`config.mk`:
```
export PLATFORM = sky130hd
export DESIGN_NAME = sym_sched
export DESIGN_NICKNAME = d
export VERILOG_FILES = /design/src/rtl/sched_pkg.sv /design/src/rtl/rr_pick3.sv /design/src/rtl/sym_sched.sv
export SDC_FILE = /design/constraint.sdc
export NUM_CORES = 1
export LEC_CHECK = 0
export CORE_MARGIN = 10
export CORE_UTILIZATION = 46
export CTS_CLUSTER_DIAMETER = 120
export CTS_CLUSTER_SIZE = 10
export DETAILED_ROUTE_END_ITERATION = 16
export GPL_TIMING_DRIVEN = 0
export PLACE_DENSITY_LB_ADDON = 0.25
export SLEW_MARGIN = 20
export SYNTH_ARGS = -nofsm -noshare
export SYNTH_HDL_FRONTEND = slang
export SYNTH_SLANG_ARGS = --single-unit
```
`constraint.sdc`:
```
create_clock -name clk -period 2.5 [get_ports clk]
set_input_delay 0.5 -clock clk [delete_from_list [all_inputs] [get_ports clk]]
set_output_delay 0.5 -clock clk [all_outputs]
set_load 0.01 [all_outputs]
```
`src/rtl/sched_pkg.sv`:
```
// Shared constants and state encoding for the symbol scheduler.
// Imported by the arbiter and the scheduler top.
package sched_pkg;

  localparam int NREQ      = 3;
  localparam int MAX_BURST = 4;
  localparam int SYM_W     = 2;

  typedef enum logic [2:0] {
    IDLE = 3'd0,
    PREP = 3'd1,
    XFER = 3'd2,
    WAIT = 3'd3,
    CAPT = 3'd4
  } state_t;

endpackage

```
`src/rtl/rr_pick3.sv`:
```
// Three-way round-robin picker: first set req bit from ptr upward.
// Purely combinational; caller registers the winner and next ptr.
module rr_pick3
  import sched_pkg::*;
(
  input  logic [2:0] req,
  input  logic [1:0] ptr,
  output logic [1:0] gnt,
  output logic       any
);

  always_comb begin
    gnt = 2'd0;
    any = |req;
    case (ptr)
      2'd1: begin
        if (req[1])      gnt = 2'd1;
        else if (req[2]) gnt = 2'd2;
        else if (req[0]) gnt = 2'd0;
      end
      2'd2: begin
        if (req[2])      gnt = 2'd2;
        else if (req[0]) gnt = 2'd0;
        else if (req[1]) gnt = 2'd1;
      end
      default: begin
        if (req[0])      gnt = 2'd0;
        else if (req[1]) gnt = 2'd1;
        else if (req[2]) gnt = 2'd2;
      end
    endcase
  end

endmodule

```
`src/rtl/sym_sched.sv`:
```
// Packet scheduler: arbitrates three symbol sources into one shared
// Moore FSM and captures its verdict once per packet.
module sym_sched
  import sched_pkg::*;
#(
  parameter int NREQ      = sched_pkg::NREQ,
  parameter int MAX_BURST = sched_pkg::MAX_BURST
) (
  input  logic            clk,
  input  logic            clr,
  input  logic [NREQ-1:0] req,
  input  logic [1:0]      sym0,
  input  logic [1:0]      sym1,
  input  logic [1:0]      sym2,
  input  logic [NREQ-1:0] last,
  output logic [NREQ-1:0] ack,
  output logic [1:0]      sym_out,
  output logic            sym_vld,
  output logic            fsm_clr,
  input  logic [2:0]      fsm_out,
  output logic [2:0]      result,
  output logic [1:0]      result_id,
  output logic            result_vld,
  output logic            trunc
);

  state_t state, nxt;

  logic [1:0] ptr;
  logic [1:0] gnt;
  logic [1:0] pick;
  logic       any;
  logic [2:0] cnt;

  logic [SYM_W-1:0] sym_gnt;
  logic             req_g;
  logic             last_g;
  logic             take;
  logic             burst_end;
  logic             done;

  rr_pick3 u_pick (
    .req (req),
    .ptr (ptr),
    .gnt (pick),
    .any (any)
  );

  always_comb begin
    sym_gnt = sym0;
    req_g   = req[0];
    last_g  = last[0];
    case (gnt)
      2'd1: begin
        sym_gnt = sym1;
        req_g   = req[1];
        last_g  = last[1];
      end
      2'd2: begin
        sym_gnt = sym2;
        req_g   = req[2];
        last_g  = last[2];
      end
      default: ;
    endcase
  end

  // clr gates the consume strobe so nothing is acked while in reset
  assign take      = (state == XFER) && clr && req_g;
  assign burst_end = (cnt + 3'd1) == 3'(MAX_BURST);
  assign done      = take && (last_g || burst_end);

  always_comb begin
    ack = '0;
    if (take) ack[gnt] = 1'b1;
  end

  always_comb begin
    nxt = state;
    unique case (state)
      IDLE:    if (any) nxt = PREP;
      PREP:    nxt = XFER;
      XFER:    if (done) nxt = WAIT;
      WAIT:    nxt = CAPT;
      CAPT:    nxt = IDLE;
      default: nxt = IDLE;
    endcase
  end

  always_ff @(posedge clk) begin
    if (!clr) state <= IDLE;
    else      state <= nxt;
  end

  always_ff @(posedge clk) begin
    if (!clr) begin
      ptr        <= 2'd0;
      gnt        <= 2'd0;
      cnt        <= 3'd0;
      sym_out    <= '0;
      sym_vld    <= 1'b0;
      fsm_clr    <= 1'b0;
      result     <= 3'd0;
      result_id  <= 2'd0;
      result_vld <= 1'b0;
      trunc      <= 1'b0;
    end else begin
      fsm_clr    <= 1'b0;
      sym_vld    <= 1'b0;
      result_vld <= 1'b0;
      unique case (state)
        IDLE: begin
          if (any) begin
            gnt     <= pick;
            ptr     <= (pick == 2'd2) ? 2'd0 : pick + 2'd1;
            fsm_clr <= 1'b1;
          end
        end
        XFER: begin
          sym_vld <= take;
          if (take) begin
            sym_out <= sym_gnt;
            cnt     <= cnt + 3'd1;
          end
          // last wins over a simultaneous burst limit
          if (done) trunc <= !last_g;
        end
        CAPT: begin
          result     <= fsm_out;
          result_id  <= gnt;
          result_vld <= 1'b1;
          cnt        <= 3'd0;
        end
        default: ;
      endcase
    end
  end

endmodule

```
# Yosys cells after proc, flatten, opt, wreduce, memory -nomap -nowiden
# Index checks and enable logic that the tools add are counted.
op_classes:
  addsub: 2
  n_reduce_logical: 16
  eq_ne: 13
  n_mux: 21
  magnitude_cmp: 2
op_table:
  columns: ["op", "n"]
  rows:
  - ["$reduce_and 2->1", 7]
  - ["$mux 2", 6]
  - ["$mux 3", 4]
  - ["$pmux 3 s4", 1]
  - ["$pmux 2 s2", 2]
  - ["$eq 2x2->1 const B", 3]
  - ["$eq 3x2->1 const B", 2]
  - ["$eq 3x3->1 const B", 2]
  - ["$ne 2x2->1 const B", 3]
  - ["$pmux 3 s2", 1]
  - ["$eq 2x1->1 const B", 2]
  - ["$logic_and 1x1->1", 4]
  - ["$mux 1", 4]
  - ["$pmux 1 s2", 2]
  - ["$add 3x1->3 const B", 1]
  - ["$eq 3x1->1 const B", 1]
  - ["$logic_not 3->1", 1]
  - ["$lt 2x3->1 const B", 1]
  - ["$reduce_or 3->1", 1]
  - ["$add 2x1->2 const B", 1]
  - ["$demux 1 s2", 1]
  - ["$ge 2x1->1 const B", 1]
  - ["$reduce_bool 2->1", 1]
  - ["$logic_not 1->1", 1]
  - ["$logic_or 1x1->1", 1]
totals:
  output_inout_bits: 14
  ff_bits: 21
  wordCells: 65
  inputBits: 17

# Logic depth before layout (Yosys ltp)
depth:
  ltp_word: 6
  ltp_mapped: 8
  depth_no_buf: 6

# Modules after synthesis
# Synthesis repeated with hierarchy kept, for this count alone.
hier_totals:
  hier_cells: 104
  area_unflattened_um2: 1043.5
by_module_without_submodules:
  columns: ["mod", "n_inst", "cells_per_inst", "seq_area_each_um2", "area_per_inst_um2"]
  rows:
  - ["sym_sched", 1, 91, 420.4, 953.4]
  - ["rr_pick3", 1, 13, 0.0, 90.1]

# Least setup slack after synthesis
# Ideal clock, no wire load.
synth_path:
  path_type: "register -> output"
  from: "register gnt[1]"
  to: "output ack[0]"
  n_path_buf: 2
  path_stages_with_launch: 8
  setup_slack_ps: 361
  t_required_ps: 2000
  arrival_ps: 1639
  path_cell_list: "dfxtp_1 -> inv_1 -> ha_1 -> clkbuf_1 -> o21ai_1 -> a211oi_4 -> buf_6 -> and2_2"
synth_between:
  elab_chain_len: 5
  word_cells_on_any_way: 10
  cone_classes: "order compare (2); eq/ne (2); mux (4); reduce/logical (2)"
synth_rtl:
  columns: ["element", "line_no", "rtl"]
  rows:
  - ["start: declaration", "sym_sched.sv:30", "logic [1:0] gnt;"]
  - ["start signal: assignment", "sym_sched.sv:114", "gnt <= pick;"]
  - ["$lt 2x3->1 (not written as such) or $ge 2x1->1 (tied branches)", "sym_sched.sv:75", "if (take) ack[gnt] = 1'b1;"]
  - ["$logic_and 1x1->1 (not written as such)", "sym_sched.sv:75", null]
  - ["$mux 1 (not written as such)", "sym_sched.sv:75", null]
  - ["$demux 1 s2", "sym_sched.sv:75", null]
  - ["$mux 3 (*)", "sym_sched.sv:75", null]
  - ["end: declaration", "sym_sched.sv:16", "output logic [NREQ-1:0] ack,"]
# Mark *: on every way between the ends. The rest lies on a longest branch, timed or not.

# Worst setup path in the final report
layout_path:
  from: "register state[2]"
  to: "output ack[0]"
layout_between:
  elab_chain_len: 4
layout_rtl:
  columns: ["element", "line_no", "rtl"]
  rows:
  - ["start: declaration", "sym_sched.sv:27", "state_t state, nxt;"]
  - ["start signal: assignment", "sym_sched.sv:92", "else state <= nxt;"]
  - ["$eq 3x2->1", "sym_sched.sv:69", "assign take = (state == XFER) && clr && req_g;"]
  - ["$logic_and 1x1->1 (2 in a row)", "sym_sched.sv:69", null]
  - ["$mux 3", "sym_sched.sv:75", null]
# No other way between the ends.

==> impl_metrics.ini <==
[finish]
area_growth_pct = 42.1
post-route-util_pct = 67.6
drive_gt1_share_pct = 22.4
n_fill_cell = 192
n_antenna_cell = 0
fin_cells = 175
nets = 172

[synth]
synth_fp_nets = 133
syn_area_per_cell_um2 = 9.56
yosysTopAreaCellShare_pct = 40.3
synth_area_leaders = dfxtp_1 40%, ha_1 8.4%, a22o_1 4.2%
synth_cell_types = 34
syn_area_um2 = 1040
synth_edf_count = 0
synthFlopType = dfxtp_1
ys_warn_count = 0
synth_top_area_cell = dfxtp_1
synth-async-reset-ratio_pct = 0
synthCells = 109
post-synth-top-count-cell = dfxtp_1
seq_area_frac_synth_pct = 40.3
synthTopCellsByCount = 21 x dfxtp_1, 8 x a21oi_1, 8 x nor2_1, 7 x ha_1, 6 x nand2b_1
ys_ff_latch = 21

[timing]
finalClockSkew_ns = 0.00461
finalCriticalPeriod_ns = 2.38
worst_pin_slew_ns = 0.644
fin_crit_sh_pct = 95.2
finalHoldViolCount = 0
relSlewSlack_pct = 56.7
worst_slack_ns = 0.121
slew_viol_final = 0
clock.fmax_ghz = 0.420
rsz0062_at_grt = false
setup_viol = 0

[grt]
grt_max_degree = 13
grt_pass1_wl_um = 4480
track_usage_pct = 12.6
antenna_found_initial = 0
overflow = 0
grt_pass1_vias = 954

[routing]
wl_met1_um = 958
wl_per_cell_um = 15.0
route.detailed.drc = 0
routed_via_density = 5.35
wirelength_um = 2630
wl_met2_um = 1560
ant_nets = 0
highest_layer = met4
wl_met3_um = 85
first_pass_iters = 4
drt_iter0_drc = 29
vias = 937

[worst_setup_path]
arrival_ns = 1.88
crit_path_cell_trace = or3b_4 -> a211oi_4 -> buf_6 -> and2_2 -> dlygate4sd2_1
rr_startpoint = state[2]$_SDFFE_PN0P_
critPathLaunchType = flip-flop
cp_slowest_stage_delay_ns = 0.42
r2r_cells = 6
critical_path_required_ns = 2.00
cp-startpoint = state[2]$_SDFFE_PN0P_
worst-setup-path-type = flip-flop to output port
crit_path_end_kind = output port
crit_fanout = 6
slowest_stage = or3b_4

[hold_path]
hold_class = input pin to flip-flop
hold_path_startpoint = clr
hold_depth = 2

[die]
rows = 17
start_util_pct = 47.6
dieArea_um2 = 4570
coreArea_um2 = 2190
die_h_um = 67.6
die_w_um = 67.6
ios = 31

[clock_tree]
clk_pin_slew_ns = 0.12
htreeDepth = 1
clockBufferDepth = 2
cts_tree = done
clock_latency_ns = 0.30
tritoncts.num_buffers = 3
postCtsHoldBufs = 0
cts_num_sinks = 21
cts-root-buf = clkbuf_4

[pwr]
vdd.ir_drop.worst_v = 0.000330
powerDensity_nw_per_um2 = 550
p_leak_nw = 0.586

[run]
maxCapViolations = 0

[placed_design]
gp_congestion = 0.750
hpwlAfterDp_um = 2100
dp_slack_ns = -0.633
dpl.cell_count = 167
port_buffers = 30

[status]
status = complete, no violations
==> power breakdown <==
part           leakage (nW)  total [mW]  switching, mW  internal (mW)
Clock                0.0177       0.163          0.103         0.0596
Combinational         0.396       0.263          0.129          0.134
Sequential            0.172       0.390         0.0276          0.362
==> sequential cells by signal, indices dropped and copies added (netlist names) <==
| signal | flops |
|---|---|
| cnt | 3 |
| result | 3 |
| state | 3 |
| gnt | 2 |
| ptr | 2 |
| result_id | 2 |
| sym_out | 2 |
| fsm_clr | 1 |
| result_vld | 1 |
| sym_vld | 1 |
| trunc | 1 |
==> layer usage <==
layer / up-vias / track usage (%)
li1: 460 / -
met1: 458 / 13.1
met2: 15 / 24.2
met3: 4 / 2.31
met4: 0 / 4.62
met5: - / 0
==> cells by family after synthesis <==
kind of cell,after synthesis,share of synthesized area [%]
AND/OR/NAND/NOR,35,19.4
AO/OA/AOI/OAI,30,21.5
flip-flops,21,40.3
buffers and inverters,9,3.96
adder cells (fa/ha/maj),7,8.40
multiplexers,4,3.84
XOR/XNOR,3,2.52
==> worst paths after layout <==
check             slack, ns                 endpoint
setup / recovery       0.12                   ack[0]
hold / removal         0.49       fsm_clr$_SDFF_PN0_
setup reg to reg       0.86  sym_out[0]$_SDFFE_PN0P_
hold reg to reg        0.49      cnt[2]$_SDFFE_PN0P_
==> final cells by class <==
cell class              instances  area (µm²)  area share [%]
well taps                      28        35.0            2.36
clock inverters                 1        5.00           0.338
inverters                       6        25.0            1.69
plain buffers                   2        15.0            1.01
multi-input cells              79         623            42.1
flip-flops and latches         21         427            28.8
clock buffers                   3        22.5            1.52
repair buffers                 35         329            22.2
==> critical path, delay by kind of cell, from the launching register on <==
family	cells	cell delay (ns)
flops	1	0.37
buf+inv	2	0.41
compound gates	1	0.24
simple gates	2	0.55
==> through the flow <==
| stage | instance area [µm²] | total power, mW | hold slack (ns) | TNS [ns] |
|---|---|---|---|---|
| 2_1_floorplan | 1040 | 0.547 | 0.458 | 0 |
| 3_3_place_gp | 1380 | 0.616 | 0.462 | -1.82 |
| 3_5_place_dp | 1380 | 0.632 | 0.466 | -1.89 |
| 4_1_cts | 1470 | 0.813 | 0.499 | 0 |
| 5_1_grt | 1480 | 0.873 | 0.500 | 0 |
| 6_report | 1480 | 0.815 | 0.487 | 0 |
==> what timing repair did <==
| action | 4_1_cts | 5_1_grt |
|---|---|---|
| gates resized for setup | 19 | 9 |
| pin swaps | 2 | 1 |
| setup buffers | 5 | 0 |
| endpoints found under the setup margin | 3 | 3 |
==> layout by cell type (no fill, tap or decap), types with 4 or more instances in the layout <==
cell / Yosys / final
ha_1: 7 / 4
o21ai_0: 4 / 4
clkdlybuf4s50_1: 0 / 23
dlygate4sd2_1: 0 / 5
nor2_1: 8 / 8
dfxtp_1: 21 / 18
buf_4: 0 / 4
nand2b_1: 6 / 6
nor3_1: 4 / 4
a21oi_1: 8 / 8
a22o_1: 5 / 5
mux2i_1: 4 / 4
No activity file was read; power rests on OpenSTA's default activity.
